[config.mk]
export PLATFORM = sky130hd
export DESIGN_NAME = keypad_scanner
export DESIGN_NICKNAME = d
export VERILOG_FILES = /design/src/rtl/keypad_scanner.sv
export SDC_FILE = /design/constraint.sdc
export NUM_CORES = 1
export LEC_CHECK = 0
export ABC_AREA = 0
export CORE_ASPECT_RATIO = 1.25
export CORE_UTILIZATION = 57
export CTS_CLUSTER_DIAMETER = 150
export DETAILED_ROUTE_END_ITERATION = 6
export PLACE_DENSITY_LB_ADDON = 0.3
export SLEW_MARGIN = 20
export SYNTH_ARGS = -nofsm -noshare
export SYNTH_HDL_FRONTEND = slang
export SYNTH_SLANG_ARGS = --single-unit
[constraint.sdc]
create_clock -name clock -period 2.7 [get_ports clock]
set_clock_uncertainty 0.15 [all_clocks]
set_input_delay 0.54 -clock clock [delete_from_list [all_inputs] [get_ports clock]]
set_output_delay 0.54 -clock clock [all_outputs]
set_load 0.005 [all_outputs]
[src/rtl/keypad_scanner.sv]
// 4x4 matrix keypad scanner: drives one column low at a time, debounces the
// first pressed key over whole scans and emits one single-cycle event per press.
module keypad_scanner #(
  parameter int unsigned SCAN_DIV       = 1000,
  parameter int unsigned DEBOUNCE_SCANS = 4
) (
  input  logic       clock,
  input  logic       reset,
  input  logic [3:0] rows,
  output logic [3:0] columns,
  output logic [4:0] value
);

  localparam int unsigned DIV_W = (SCAN_DIV > 2) ? $clog2(SCAN_DIV) : 1;
  localparam int unsigned CNT_W = (DEBOUNCE_SCANS > 1) ? $clog2(DEBOUNCE_SCANS + 1) : 1;
  localparam logic [DIV_W-1:0] DIV_LAST = DIV_W'(SCAN_DIV - 1);
  localparam logic [CNT_W-1:0] CNT_MAX  = CNT_W'(DEBOUNCE_SCANS);
  localparam logic [CNT_W-1:0] CNT_ONE  = CNT_W'(1);

  typedef enum logic [1:0] {
    ST_SCAN     = 2'd0,
    ST_DEBOUNCE = 2'd1,
    ST_HELD     = 2'd2
  } state_e;

  logic [3:0]       sync1_q, sync1_d, sync2_q, sync2_d;
  logic [DIV_W-1:0] div_q, div_d;
  logic [1:0]       col_q, col_d;
  logic [3:0]       columns_q, columns_d;
  logic             found_q, found_d;
  logic [3:0]       code_q, code_d;
  state_e           state_q, state_d;
  logic [3:0]       cand_q, cand_d;
  logic [CNT_W-1:0] cnt_q, cnt_d, rel_q, rel_d;
  logic [4:0]       value_q, value_d;

  logic       dwell_last, eos, hit, scan_found, accept;
  logic [1:0] row_idx;
  logic [3:0] pressed, scan_code, accept_code;

  assign columns = columns_q;
  assign value   = value_q;

  always_ff @(posedge clock) begin
    if (reset) begin
      sync1_q   <= 4'hF;
      sync2_q   <= 4'hF;
      div_q     <= '0;
      col_q     <= 2'd0;
      columns_q <= 4'b1110;
      found_q   <= 1'b0;
      code_q    <= 4'd0;
      state_q   <= ST_SCAN;
      cand_q    <= 4'd0;
      cnt_q     <= '0;
      rel_q     <= '0;
      value_q   <= 5'b00000;
    end else begin
      sync1_q   <= sync1_d;
      sync2_q   <= sync2_d;
      div_q     <= div_d;
      col_q     <= col_d;
      columns_q <= columns_d;
      found_q   <= found_d;
      code_q    <= code_d;
      state_q   <= state_d;
      cand_q    <= cand_d;
      cnt_q     <= cnt_d;
      rel_q     <= rel_d;
      value_q   <= value_d;
    end
  end

  always_comb begin
    sync1_d     = rows;
    sync2_d     = sync1_q;
    div_d       = div_q;
    col_d       = col_q;
    columns_d   = columns_q;
    found_d     = found_q;
    code_d      = code_q;
    state_d     = state_q;
    cand_d      = cand_q;
    cnt_d       = cnt_q;
    rel_d       = rel_q;
    value_d     = 5'b00000;
    accept      = 1'b0;
    accept_code = cand_q;

    dwell_last = (div_q == DIV_LAST);
    eos        = dwell_last && (col_q == 2'd3);
    pressed    = ~sync2_q;
    hit        = |pressed;

    // Lowest pressed row wins within a column.
    row_idx = 2'd0;
    for (int r = 3; r >= 0; r--) begin
      if (pressed[r]) row_idx = 2'(r);
    end

    // Earlier columns already found take priority over the current one.
    scan_found = found_q | hit;
    scan_code  = found_q ? code_q : {col_q, row_idx};

    if (dwell_last) begin
      div_d     = '0;
      col_d     = col_q + 2'd1;
      columns_d = ~(4'b0001 << col_d);
      found_d   = scan_found;
      code_d    = scan_code;
    end else begin
      div_d = div_q + DIV_W'(1);
    end

    if (eos) begin
      found_d = 1'b0;
      code_d  = 4'd0;
      case (state_q)
        ST_SCAN: begin
          if (scan_found) begin
            cand_d = scan_code;
            cnt_d  = CNT_ONE;
            if (CNT_MAX == CNT_ONE) begin
              accept      = 1'b1;
              accept_code = scan_code;
            end else begin
              state_d = ST_DEBOUNCE;
            end
          end
        end
        ST_DEBOUNCE: begin
          if (!scan_found) begin
            state_d = ST_SCAN;
            cnt_d   = '0;
          end else if (scan_code == cand_q) begin
            if (cnt_q >= CNT_MAX - CNT_ONE) accept = 1'b1;
            else                            cnt_d  = cnt_q + CNT_ONE;
          end else begin
            cand_d = scan_code;
            cnt_d  = CNT_ONE;
          end
        end
        ST_HELD: begin
          if (scan_found) begin
            rel_d = '0;
          end else if (rel_q >= CNT_MAX - CNT_ONE) begin
            state_d = ST_SCAN;
            rel_d   = '0;
          end else begin
            rel_d = rel_q + CNT_ONE;
          end
        end
        default: state_d = ST_SCAN;
      endcase

      if (accept) begin
        value_d = {1'b1, accept_code};
        state_d = ST_HELD;
        cnt_d   = '0;
        rel_d   = '0;
      end
    end
  end

endmodule

==> flow_results.org, run 1 <==
** Logic synthesis
- Of all cell types, the one taking the most synthesized area is sky130_fd_sc_hd__dfxtp_1.
- Counting every instance in the synthesized netlist gives 217.
- Ys Warns :: 0
- Proportion of netlist area held by the largest area contributor :: 44.8%
- Among all flip-flop cells after synthesis, the most frequent one is sky130_fd_sc_hd__dfxtp_1.
- Average cell area after synthesis :: 9.47 um^2
- Counting flops with an async set or reset pin after synthesis yields a share of 0%.
- Cell types occupying the most area after synthesis :: sky130_fd_sc_hd__dfxtp_1 (45%), sky130_fd_sc_hd__ha_1 (6.1%), sky130_fd_sc_hd__nand2_1 (3.8%)
- The cell area that synthesis handed to floorplanning was 0.00205 mm^2.
- Number of synthesized flops with an enable pin :: 0
- Synthesized Nets :: 233
- Synthesis instantiated 44 different standard cells from the library.
- After synthesis, flip-flops and latches occupy 44.8% of the total area.
- Post-synthesis register bit count :: 46

** Route
- The count of nets left with antenna violations once routing finished came out at 0.
- In the final routed layout, each cell accounts on average for 13.1 um.
- First drt pass iteration count :: 4
- Initial drt markers :: 52
- After detailed routing, the number of remaining DRC violations is 0.
- Routed vias/inst :: 5.62
- Wirelength, routed :: 3.57 mm
- Via count :: 1,529

** Critical path
- Along the worst path, the maximum fanout reaches 8.
- In this run the critical register-to-register path is launched from col_q[0]$_SDFFE_PP0P_.
- CP Class :: reg -> reg
- Across all register-to-register paths, the minimum setup slack is 0.23 ns.
- Crit. path cell count :: 6
- Highest-delay cell along the critical path :: sky130_fd_sc_hd__or4_1
- Worst endpoint data arrival time :: 2.54 ns
- Launching element of the worst setup path :: col_q[0]$_SDFFE_PP0P_
- The worst setup path is captured at a flip-flop.
- Type of element launching the critical path :: flip-flop
- In this run the worst setup path terminates at value[1]$_SDFF_PP0_.
- STA puts the critical path data required time at 2.77 ns.
- In this run the critical register-to-register path is captured at value[1]$_SDFF_PP0_.
- Walking the worst path, the cells encountered are ha_1, nor2b_1, and4b_1, nand4_1, or4_1, nor3b_2.
- Count of buffering cells on the critical path with inverters included :: 0
- In this design, the stage delay of the slowest critical-path cell is 0.57 ns.
- R2R depth :: 6
- Family with the most delay on the worst path :: simple AND/OR/NAND/NOR gates

** Global routing
- Vias in the first global route :: 1,419
- The initial antenna violation count was 0.
- The first global-routing pass estimated 6.33 mm of wire.
- Total congestion overflow after global routing :: 0
- Largest net degree at the start of global routing :: 18
- Global-route usage over all layers :: 20.9%

** Die
- The initial utilization of the core area, before any placement, comes to 59.5%.
- The die covers 0.00385 mm^2.
- During I/O placement, the number of pins put on the boundary was 15.
- The floorplan step set the die height to 69.1 um.
- Floorplan core area :: 0.00345 mm^2
- Total number of placement rows :: 24
- In this run the horizontal extent of the chip is 55.7 um.

** Hold path
- In this run the worst hold path is classified as reg -> reg.

** Timing
- Setup repair after global routing left no endpoint under its margin.
- The count of final max-slew check failures came to 0.
- Part of the cycle the worst path needs :: 91.5%
- Worst setup margin :: 0.229 ns
- Setup violations remaining at the end of the flow were counted as 0.
- After routing, the total negative slack on setup checks comes to 0 ns.
- Relative slew slack :: 61.2%
- Fmax :: 0.405 GHz
- Worst Hold Margin :: 0.265 ns
- Shortest clock period the worst path allows after layout :: 2.47 ns
- For the pin with the worst max-slew slack, the measured transition is 0.577 ns.
- Final-report hold violation count :: 0

** Finish
- Net count reported at finish :: 248
- N_diodes :: 0
- The post-route netlist has 11.2% of its cells at a drive strength greater than 1.
- Area Overhead vs Synth :: 12.8%

** Clock tree
- Maximum count of clock buffers along a single path :: 2
- TritonCTS built the clock tree.
- The clock drives 46 sinks.
- Number of CTS-inserted buffers :: 5
- Clock tree synthesis selected as its root buffer the cell sky130_fd_sc_hd__clkbuf_8.
- In this run, post-CTS hold repair placed 0 buffers.
- The clock reaches the later pin of the worst-skew pair after 0.30 ns.
- Clock slew seen by the registers of the worst setup and hold paths :: 0.09 ns
- Buffer count from post-CTS setup fixing :: 0
- The clock tree synthesis step divided the H-tree into 2 levels.
- Number of gates given a new drive strength after cts :: 0

** Power and ir drop
- Across the VDD grid, the largest voltage drop is 0.000406 V.
- Summed over all cells, the static leakage comes to 0.943 nW.
- Power density relative to cell area :: 510 mW/mm^2
- Overall power :: 1.18 mW

** Placement
- Half-perimeter wire length after placement :: 2.53 mm
- Pre-CTS setup slack :: 0.281 ns
- The congestion estimate from routability-driven global placement came to 0.862.
- I/O Buffers :: 14

** Status
- Outcome :: complete, no violations

** Job
- Number of maximum-capacitance violations :: 0
==> state kept, by name, indices dropped and copies added, names as in the netlist <==
register,flops
accept_code,4
cnt_q,3
code_q,4
col_q,2
columns,4
div_q,10
found_q,1
rel_q,3
state_q,2
sync1_q,4
sync2_q,4
value,5
==> per-stage QoR <==
stage                     cells  area (um^2)  util (%)
after floorplan             217         2050         -
after global placement      264         2220      64.3
after detailed placement    264         2220      64.3
after CTS                   272         2320      67.1
after global routing        272         2320      67.1
final                       272         2320      67.1
==> cell type report <==
| class | count | area [um^2] |
|---|---|---|
| clock buffer | 7 | 86.3 |
| clock inverter | 1 | 8.76 |
| fill | 301 | 1140 |
| inverter | 7 | 26.3 |
| multi-input combinational | 155 | 1060 |
| sequential | 46 | 921 |
| tap | 39 | 48.8 |
| timing repair buffer | 17 | 163 |
==> placed cells by master (no fill, tap or decap), types with 2 or more instances in the layout <==
master / n
sky130_fd_sc_hd__nor3_1: 3
sky130_fd_sc_hd__clkbuf_8: 6
sky130_fd_sc_hd__xnor2_1: 5
sky130_fd_sc_hd__and4b_1: 2
sky130_fd_sc_hd__nand4b_1: 2
sky130_fd_sc_hd__dfxtp_1: 46
sky130_fd_sc_hd__and3_1: 5
sky130_fd_sc_hd__o211ai_1: 3
sky130_fd_sc_hd__or3_1: 2
sky130_fd_sc_hd__a211oi_1: 2
sky130_fd_sc_hd__o211a_1: 2
sky130_fd_sc_hd__a21oi_1: 10
sky130_fd_sc_hd__inv_1: 7
sky130_fd_sc_hd__or2_2: 8
sky130_fd_sc_hd__nor2_1: 21
sky130_fd_sc_hd__ha_1: 10
sky130_fd_sc_hd__nand3b_1: 2
sky130_fd_sc_hd__mux2i_1: 7
sky130_fd_sc_hd__nand2_1: 21
sky130_fd_sc_hd__xor2_1: 8
sky130_fd_sc_hd__a41o_1: 3
sky130_fd_sc_hd__nor3b_2: 4
sky130_fd_sc_hd__buf_4: 3
sky130_fd_sc_hd__nand2b_1: 3
sky130_fd_sc_hd__a211o_1: 2
sky130_fd_sc_hd__o21ai_0: 5
sky130_fd_sc_hd__clkdlybuf4s50_1: 14
sky130_fd_sc_hd__nand3_1: 10
==> how the worst min path moves through the flow <==
stage                     cells after the start                  start  slack [ns]                     to
final                                         1  sync1_q[0]$_SDFF_PP1_        0.26  sync2_q[0]$_SDFF_PP1_
after global placement                        1  sync1_q[0]$_SDFF_PP1_        0.25  sync2_q[0]$_SDFF_PP1_
after detailed placement                      1  sync1_q[0]$_SDFF_PP1_        0.25  sync2_q[0]$_SDFF_PP1_
after floorplan                               1  sync1_q[0]$_SDFF_PP1_        0.24  sync2_q[0]$_SDFF_PP1_
after CTS                                     1  sync1_q[0]$_SDFF_PP1_        0.27  sync2_q[0]$_SDFF_PP1_
after global routing                          1  sync1_q[0]$_SDFF_PP1_        0.28  sync2_q[0]$_SDFF_PP1_
==> routing by layer <==
layer | global-route usage [%] | share of wire, % | vias up
li1 | - | - | 788
met1 | 23.3 | 45 | 717
met2 | 37.3 | 51 | 19
met3 | 5.25 | 2.4 | 5
met4 | 8.33 | 1.7 | 0
met5 | 0 | 0 | -
==> synthesized netlist by cell type (all sizes together) (2+ instances only) <==
master	count
a211oi	2
or2	8
nand3	10
ha	10
o21ai	5
inv	7
a21oi	10
or3	2
o211a	2
o41ai	2
nand4b	2
nand3b	2
nand2	22
mux2i	7
and4b	2
xor2	8
buf	5
dfxtp	46
nor3	4
nand2b	3
and3	5
a41o	3
clkbuf	4
o211ai	3
nor2	21
nor3b	4
a211o	2
xnor2	5
==> logic make-up (layout without fill, tap and decap cells) <==
logic type,after synthesis,in the layout,share of synthesized area [%]
AO/OA/AOI/OAI,32,32,11.6
XOR/XNOR,13,13,5.54
adder cells (fa/ha/maj),10,10,6.09
buffers and inverters,16,32,3.41
flip-flops,46,46,44.8
multiplexers,7,7,3.41
AND/OR/NAND/NOR,93,93,25.2
==> report_power, final <==
| part | total, mW | switching (mW) | leakage (nW) | internal (mW) |
|---|---|---|---|---|
| Sequential | 0.693 | 0.00592 | 0.373 | 0.687 |
| Clock | 0.438 | 0.227 | 0.0489 | 0.212 |
| Combinational | 0.0503 | 0.0295 | 0.521 | 0.0209 |
| Total | 1.18 | 0.262 | 0.943 | 0.920 |
Note: power is estimated with default switching activity, not from simulation.
==> inputs of run 2 (changes only) <==
CORE_ASPECT_RATIO = not set   (was 1.25)
MAX_ROUTING_LAYER = met4   (was not set)
==> flow_results.org, run 2 (synthesis results as in run 1) <==
** Status
- Outcome :: complete, no violations (unchanged)

** Clock tree
- Number of CTS-inserted buffers :: 5 (unchanged)
- Buffer count from post-CTS setup fixing :: 0 (unchanged)
- Count of hold buffers inserted by post-cts repair :: 0 (unchanged)
- The clock latency reported for the late side of the worst-skew pair is 0.37 ns (was 0.30 ns).
- TritonCTS clock tree :: done (unchanged)
- Number of gates given a new drive strength after cts :: 0 (unchanged)
- The clock-pin slew reported for the worst setup and hold paths after clock tree synthesis is 0.13 ns (was 0.09 ns).
- The CTS sink count came to 46 (unchanged).
- H-tree depth :: 2 (unchanged)
- The root buffer selected by CTS is sky130_fd_sc_hd__clkbuf_4 (was sky130_fd_sc_hd__clkbuf_8).
- The maximum buffer depth of the clock tree is 2 (unchanged).

** Power and ir drop
- The reported leakage power is 0.939 nW (was 0.943 nW).
- Logic pwr share :: 4.2% (was 4.3%)
- The clock network fraction of total power was 36.9% (was 37.1%).
- The power density normalized to cell area came to 509 mW/mm^2 (was 510 mW/mm^2).
- Int Pwr :: 0.924 mW (was 0.920 mW)
- Part of the power in registers :: 58.9% (was 58.7%)
- The switching share of power came to 21.5% (was 22.2%).
- Worst voltage drop across the vdd grid :: 0.000346 V (was 0.000406 V)
- Power dissipated by switching net loads :: 0.253 mW (was 0.262 mW)

** Global routing
- The largest net degree at the start of global routing was 28 (was 18).
- The initial antenna violation count came to 0 (unchanged).
- The via count of the first global-routing pass came to 1,379 (was 1,419).
- The global-route wire length before repair is 6.27 mm (was 6.33 mm).
- Total congestion overflow after global routing :: 0 (unchanged)
- The overall global routing resource usage was 23.3% (was 20.9%).

** Critical path
- The required time of the critical path is 2.85 ns (was 2.77 ns).
- The largest driver fanout on the critical path is 7 (was 8).
- The data arrival time of the critical path was 2.47 ns (was 2.54 ns).
- Slack of the worst reg-to-reg path :: 0.38 ns (was 0.23 ns)
- The critical path endpoint category is a flip-flop (unchanged).
- The category of the most critical setup path is reg -> reg (unchanged).
- Type of element launching the critical path :: flip-flop (unchanged)

** Route
- The mean number of vias per cell came to 5.48 (was 5.62).
- The final wirelength is 3.55 mm (was 3.57 mm).
- The overall via count from detail_route was 1,524 (was 1,529).
- Initial drt markers :: 109 (was 52)
- The detailed-router iteration count before antenna repair is 4 (unchanged).
- Remaining number of nets flagged by the antenna check after routing :: 0 (unchanged)
- Count of unresolved DRC violations after routing :: 0 (unchanged)
- Detailed-route wire length per cell :: 12.8 um (was 13.1 um)

** Placement
- The pre-CTS setup slack came to 0.401 ns (was 0.281 ns).
- The final estimated routing congestion in global placement came to 0.796 (was 0.862).
- I/O Buffers :: 14 (unchanged)
- The placed wire-length estimate after detailed placement was 2.46 mm (was 2.53 mm).
- Dpl cells :: 271 (was 264)

** Finish
- Top library cells by usage in the layout, fill and taps aside :: sky130_fd_sc_hd__dfxtp_1 (46), sky130_fd_sc_hd__nand2_1 (21), sky130_fd_sc_hd__nor2_1 (21), sky130_fd_sc_hd__clkdlybuf4s50_1 (14) (unchanged)
- The layout cell share with drive strength beyond 1 came to 11.2% (about the same).
- Filler cell count :: 281 (was 301)
- The flip-flop count of the largest register, all copies and words added was 10 (unchanged).
- The post-synthesis to final-layout area growth was 12.5% (was 12.8%).
- Commonest non-fill, non-tap cell in the layout :: sky130_fd_sc_hd__dfxtp_1 (unchanged)
- The footprint of the flip-flops and latches came to 921 um^2 (unchanged).
- The antenna diode instance count came to 0 (unchanged).
- The register with the highest flop count is div_q (unchanged).
- The final layout net count is 248 (unchanged).
- Area occupied by multi-input gates :: 0.00106 mm^2 (unchanged)
- The number of non-filler instances in the completed layout came to 278 (was 272).

** Job
- The number of maximum-capacitance violations was 0 (unchanged).

** Die
- Total number of placement rows :: 21 (was 24)
- The starting density of the core was 60.6% (was 59.5%).
- The top-level I/O count is 15 (unchanged).
- Floorplan core area :: 0.00339 mm^2 (was 0.00345 mm^2)
- Die X-Extent :: 62.0 um (was 55.7 um)
- The area of the die is 0.00385 mm^2 (about the same).
- The die boundary height was 62.0 um (was 69.1 um).

** Timing
- The hold violation total from the final report was 0 (unchanged).
- Setup TNS :: 0 ns (unchanged)
- The final critical-path share of the clock period is 85.8% (was 91.5%).
- Number of max-slew violations in the final report :: 0 (unchanged)
- The highest clock frequency the design can meet was 0.432 GHz (was 0.405 GHz).
- Setup repair after global routing missed its margin: false (unchanged).
- Transition time at the pin with the least slew margin :: 0.692 ns (was 0.577 ns)
- The worst slew slack as a fraction of its limit is 53.2% (was 61.2%).
- The total of endpoints with negative setup slack in the final report is 0 (unchanged).
- Worst setup margin :: 0.383 ns (was 0.229 ns)
- The post-route worst hold slack came to 0.272 ns (was 0.265 ns).
- Shortest clock period the worst path allows after layout :: 2.32 ns (was 2.47 ns)

** Hold path
- Kind of path behind the tightest hold check :: reg -> reg (unchanged)
## run 2: changes by cell type in the layout (fill, tap and decap cells not counted)
cell / previous run / this run
sky130_fd_sc_hd__bufinv_16: 0 / 1
sky130_fd_sc_hd__inv_6: 1 / 0
sky130_fd_sc_hd__clkbuf_8: 6 / 1
sky130_fd_sc_hd__clkbuf_1: 1 / 0
sky130_fd_sc_hd__clkbuf_4: 0 / 5
## run 2: power groups by stage
| stage | Combinational [mW] | Sequential, mW | Clock [mW] |
|---|---|---|---|
| final | 0.0493 | 0.694 | 0.434 |
| after global routing | 0.0568 | 0.696 | 0.464 |
| after CTS | 0.0500 | 0.694 | 0.438 |
| after detailed placement | 0.0499 | 0.709 | 0 |
| after global placement | 0.0489 | 0.709 | 0 |
| after floorplan | 0.0338 | 0.707 | 0 |
## run 2: worst paths after layout
kind / startpoint / end / depth (start not counted)
setup reg to reg: col_q[1]$_SDFFE_PP0P_ / value[2]$_SDFF_PP0_ / 6
setup / recovery: col_q[1]$_SDFFE_PP0P_ / value[2]$_SDFF_PP0_ / 6
hold / removal: sync1_q[0]$_SDFF_PP1_ / sync2_q[0]$_SDFF_PP1_ / 1
hold reg to reg: sync1_q[0]$_SDFF_PP1_ / sync2_q[0]$_SDFF_PP1_ / 1
## run 2: final cells by class
| class | count | area share [%] |
|---|---|---|
| Timing Repair Buffer | 17 | 7.03 |
| Clock buffer | 6 | 2.22 |
| Inverter | 7 | 1.14 |
| Multi-Input combinational cell | 155 | 46.0 |
| Tap cell | 46 | 2.49 |
| Sequential cell | 46 | 39.8 |
| Clock inverter | 1 | 1.30 |
## run 2: per-layer routing
layer,vias to the layer above,GRT usage [%],wire length (um)
met5,-,-,0
met4,0,12.1,54
met3,7,4.76,137
met2,37,33.6,1590
met1,696,30.5,1770
li1,784,-,-
## run 2: stage by stage
stage          util, %  instance area, um^2  power (mW)
6_report          68.2                 2310        1.18
5_1_grt           68.2                 2310        1.22
3_3_place_gp      65.8                 2230       0.757
3_5_place_dp      65.8                 2230       0.759
4_1_cts           68.2                 2310        1.18
2_1_floorplan        -                 2050       0.741
## run 2: worst max-delay path, cell delays in order (launching register included)
cell	delay [ns]
sky130_fd_sc_hd__dfxtp_1	0.48
sky130_fd_sc_hd__ha_1	0.21
sky130_fd_sc_hd__nor2b_1	0.20
sky130_fd_sc_hd__and4b_1	0.32
sky130_fd_sc_hd__nand4_1	0.11
sky130_fd_sc_hd__or4_1	0.57
sky130_fd_sc_hd__nor3b_2	0.21
==> inputs of run 3 (changes only) <==
CORE_UTILIZATION = 45   (was 57)
==> flow_results.org, run 3 (synthesis results as in run 1) <==
** Critical path
- The category of the most critical setup path was reg -> reg (unchanged).
- The largest driver fanout on the critical path came to 9 (was 7).
- Cells along the critical path :: inv_1, a31oi_1, xor2_1, or4_1, nor3b_2 (was ha_1, nor2b_1, and4b_1, nand4_1, or4_1, nor3b_2)
- Type of element launching the critical path :: flip-flop (unchanged)
- Count of buffering cells on the critical path with inverters included :: 1 (was 0)
- The cell with the largest stage delay on the worst path is sky130_fd_sc_hd__or4_1 (unchanged).
- The start point of the critical path is found_q$_SDFFE_PP0P_ (was col_q[1]$_SDFFE_PP0P_).
- The critical path endpoint category is a flip-flop (unchanged).
- Family with the most delay on the worst path :: simple AND/OR/NAND/NOR gates (unchanged)
- Start of the worst register-to-register path :: found_q$_SDFFE_PP0P_ (was col_q[1]$_SDFFE_PP0P_)
- Worst Path Required :: 2.77 ns (was 2.85 ns)
- Worst endpoint data arrival time :: 2.37 ns (was 2.47 ns)
- The largest stage delay on the critical path came to 0.72 ns (was 0.57 ns).

** Placement
- Pre-CTS setup slack :: 0.409 ns (was 0.401 ns)
- I/O Buffers :: 14 (unchanged)
- The placed instance area came to 0.00224 mm^2 (was 0.00223 mm^2).
- Placer Congestion :: 0.821 (was 0.796)
- Half-perimeter wire length after placement :: 2.57 mm (was 2.46 mm)
- Dpl cells :: 277 (was 271)

** Job
- Number of maximum-capacitance violations :: 0 (unchanged)

** Route
- The number of remaining DRC errors came to 0 (unchanged).
- The final wirelength is 3.67 mm (was 3.55 mm).
- The final routed wire length divided by cell count came to 13.0 um (was 12.8 um).
- Via count :: 1,494 (was 1,524)
- Routed vias/inst :: 5.28 (was 5.48)
- The number of nets still failing antenna checks after routing was 0 (unchanged).
- The initial detailed-routing violation count is 101 (was 109).
- The detailed-router iteration count before antenna repair is 4 (unchanged).

** Timing
- Relative slew slack :: 51.4% (was 53.2%)
- The total of endpoints with negative setup slack in the final report is 0 (unchanged).
- Final-report hold violation count :: 0 (unchanged)
- The count of final max-slew check failures is 0 (unchanged).
- The smallest setup slack after layout came to 0.398 ns (was 0.383 ns).
- Setup repair after global routing missed its margin: false (unchanged).
- The highest clock frequency the design can meet came to 0.434 GHz (was 0.432 GHz).
- Shortest clock period the worst path allows after layout :: 2.30 ns (was 2.32 ns)
- Transition time at the pin with the least slew margin :: 0.724 ns (was 0.692 ns)
- Worst Hold Margin :: 0.261 ns (was 0.272 ns)
- The setup total negative slack was 0 ns (unchanged).
- The final critical-path share of the clock period came to 85.3% (was 85.8%).

** Power and ir drop
- Logic pwr share :: 4.4% (was 4.2%)
- The relative contribution of sequential cells to total power came to 60.5% (was 58.9%).
- The maximum VDD drop is 0.000300 V (was 0.000346 V).
- Clock power frac :: 35.1% (was 36.9%)
- The sum of internal, switching and leakage power came to 1.15 mW (was 1.18 mW).
- The reported leakage power is 0.938 nW (was 0.939 nW).
- The power density normalized to cell area was 494 mW/mm^2 (was 509 mW/mm^2).
- Power dissipated by switching net loads :: 0.241 mW (was 0.253 mW)
- The internal power of the cells was 0.904 mW (was 0.924 mW).
- The switching share of power came to 21.0% (was 21.5%).

** Finish
- The register with the highest flop count is div_q (unchanged).
- The final layout net count was 248 (unchanged).
- The number of non-filler instances in the completed layout is 283 (was 278).
- The core utilization of the finished layout came to 52.9% (was 68.2%).
- The flip-flop count of the largest register, all copies and words added was 10 (unchanged).
- The post-synthesis to final-layout area growth came to 13.0% (was 12.5%).
- The filler cell count was 404 (was 281).
- Top library cells by usage in the layout, fill and taps aside: sky130_fd_sc_hd__dfxtp_1 (46), sky130_fd_sc_hd__nand2_1 (21), sky130_fd_sc_hd__nor2_1 (21), sky130_fd_sc_hd__clkdlybuf4s50_1 (14) (unchanged).
- The cell area after layout is 0.00232 mm^2 (was 0.00231 mm^2).
- N_diodes :: 0 (unchanged)
- The most frequent standard cell in the layout excluding fill and tap cells is sky130_fd_sc_hd__dfxtp_1 (unchanged).
- The layout cell share with drive strength beyond 1 came to 10.8% (was 11.2%).

** Die
- Die X-Extent :: 69.6 um (was 62.0 um)
- Floorplan core area :: 0.00438 mm^2 (was 0.00339 mm^2)
- Starting utilization of the core area :: 46.9% (was 60.6%)
- The top-level I/O count was 15 (unchanged).
- The number of core rows was 24 (was 21).
- The area of the die is 0.00484 mm^2 (was 0.00385 mm^2).
- Height of the die :: 69.6 um (was 62.0 um)

** Global routing
- The overall global routing resource usage came to 17.2% (was 23.3%).
- Wire length of the first global-routing pass :: 6.49 mm (was 6.27 mm)
- The initial antenna violation count was 0 (unchanged).
- The largest net degree at the start of global routing is 30 (was 28).
- The via count of the first global-routing pass came to 1,390 (was 1,379).
- The remaining global-route overflow is 0 (unchanged).

** Clock tree
- The clock latency reported for the late side of the worst-skew pair is 0.28 ns (was 0.37 ns).
- The CTS sink count was 46 (unchanged).
- Library cell used as clock root buffer :: sky130_fd_sc_hd__clkbuf_8 (was sky130_fd_sc_hd__clkbuf_4)
- The number of buffers inserted during clock tree synthesis came to 5 (unchanged).
- Count of hold buffers inserted by post-cts repair :: 0 (unchanged)
- Number of gates given a new drive strength after cts :: 0 (unchanged)
- The depth of the CTS H-tree was 2 (unchanged).
- Clock slew seen by the registers of the worst setup and hold paths :: 0.08 ns (was 0.13 ns)
- The post-CTS setup buffer count is 0 (unchanged).
- Maximum count of clock buffers along a single path :: 2 (unchanged)
- TritonCTS clock tree :: done (unchanged)

** Hold path
- The startpoint of the worst hold path was sync1_q[3]$_SDFF_PP1_ (was sync1_q[0]$_SDFF_PP1_).
- The class of the tightest hold or removal check was reg -> reg (unchanged).

** Status
- Outcome :: complete, no violations (unchanged)
==> run 3: changes by cell type in the layout (fill, tap and decap cells not counted) <==
cell / before / now
sky130_fd_sc_hd__clkbuf_4: 5 / 0
sky130_fd_sc_hd__clkbuf_8: 1 / 6
sky130_fd_sc_hd__bufinv_16: 1 / 0
==> run 3: power groups by stage <==
stage	clock, mW	combinational, mW	sequential [mW]
floorplan	0	0.0338	0.707
global placement	0	0.0498	0.708
detailed placement	0	0.0511	0.709
CTS	0.414	0.0512	0.693
global route	0.449	0.0567	0.694
finish	0.402	0.0510	0.693
==> run 3: path summary, 6_finish.rpt <==
kind | endpoint | slack (ns) | depth (start not counted)
worst max-delay path | value[2]$_SDFF_PP0_ | 0.40 | 5
worst min-delay path | sync2_q[3]$_SDFF_PP1_ | 0.26 | 1
worst max register to register | value[2]$_SDFF_PP0_ | 0.40 | 5
worst min register to register | sync2_q[3]$_SDFF_PP1_ | 0.26 | 1
==> run 3: final cells by class <==
| class | count | area [um^2] | area share, % |
|---|---|---|---|
| Multi-Input combinational cell | 155 | 1060 | 45.8 |
| Sequential cell | 46 | 921 | 39.7 |
| Timing Repair Buffer | 17 | 163 | 7.01 |
| Clock buffer | 6 | 82.6 | 3.56 |
| Tap cell | 52 | 65.1 | 2.80 |
| Inverter | 7 | 26.3 | 1.13 |
==> run 3: per-layer routing <==
layer,part of all wire (%),track usage [%]
met1,51,22.7
met2,42,24.3
met3,4.1,4.07
met4,2.4,9.07
met5,0,-
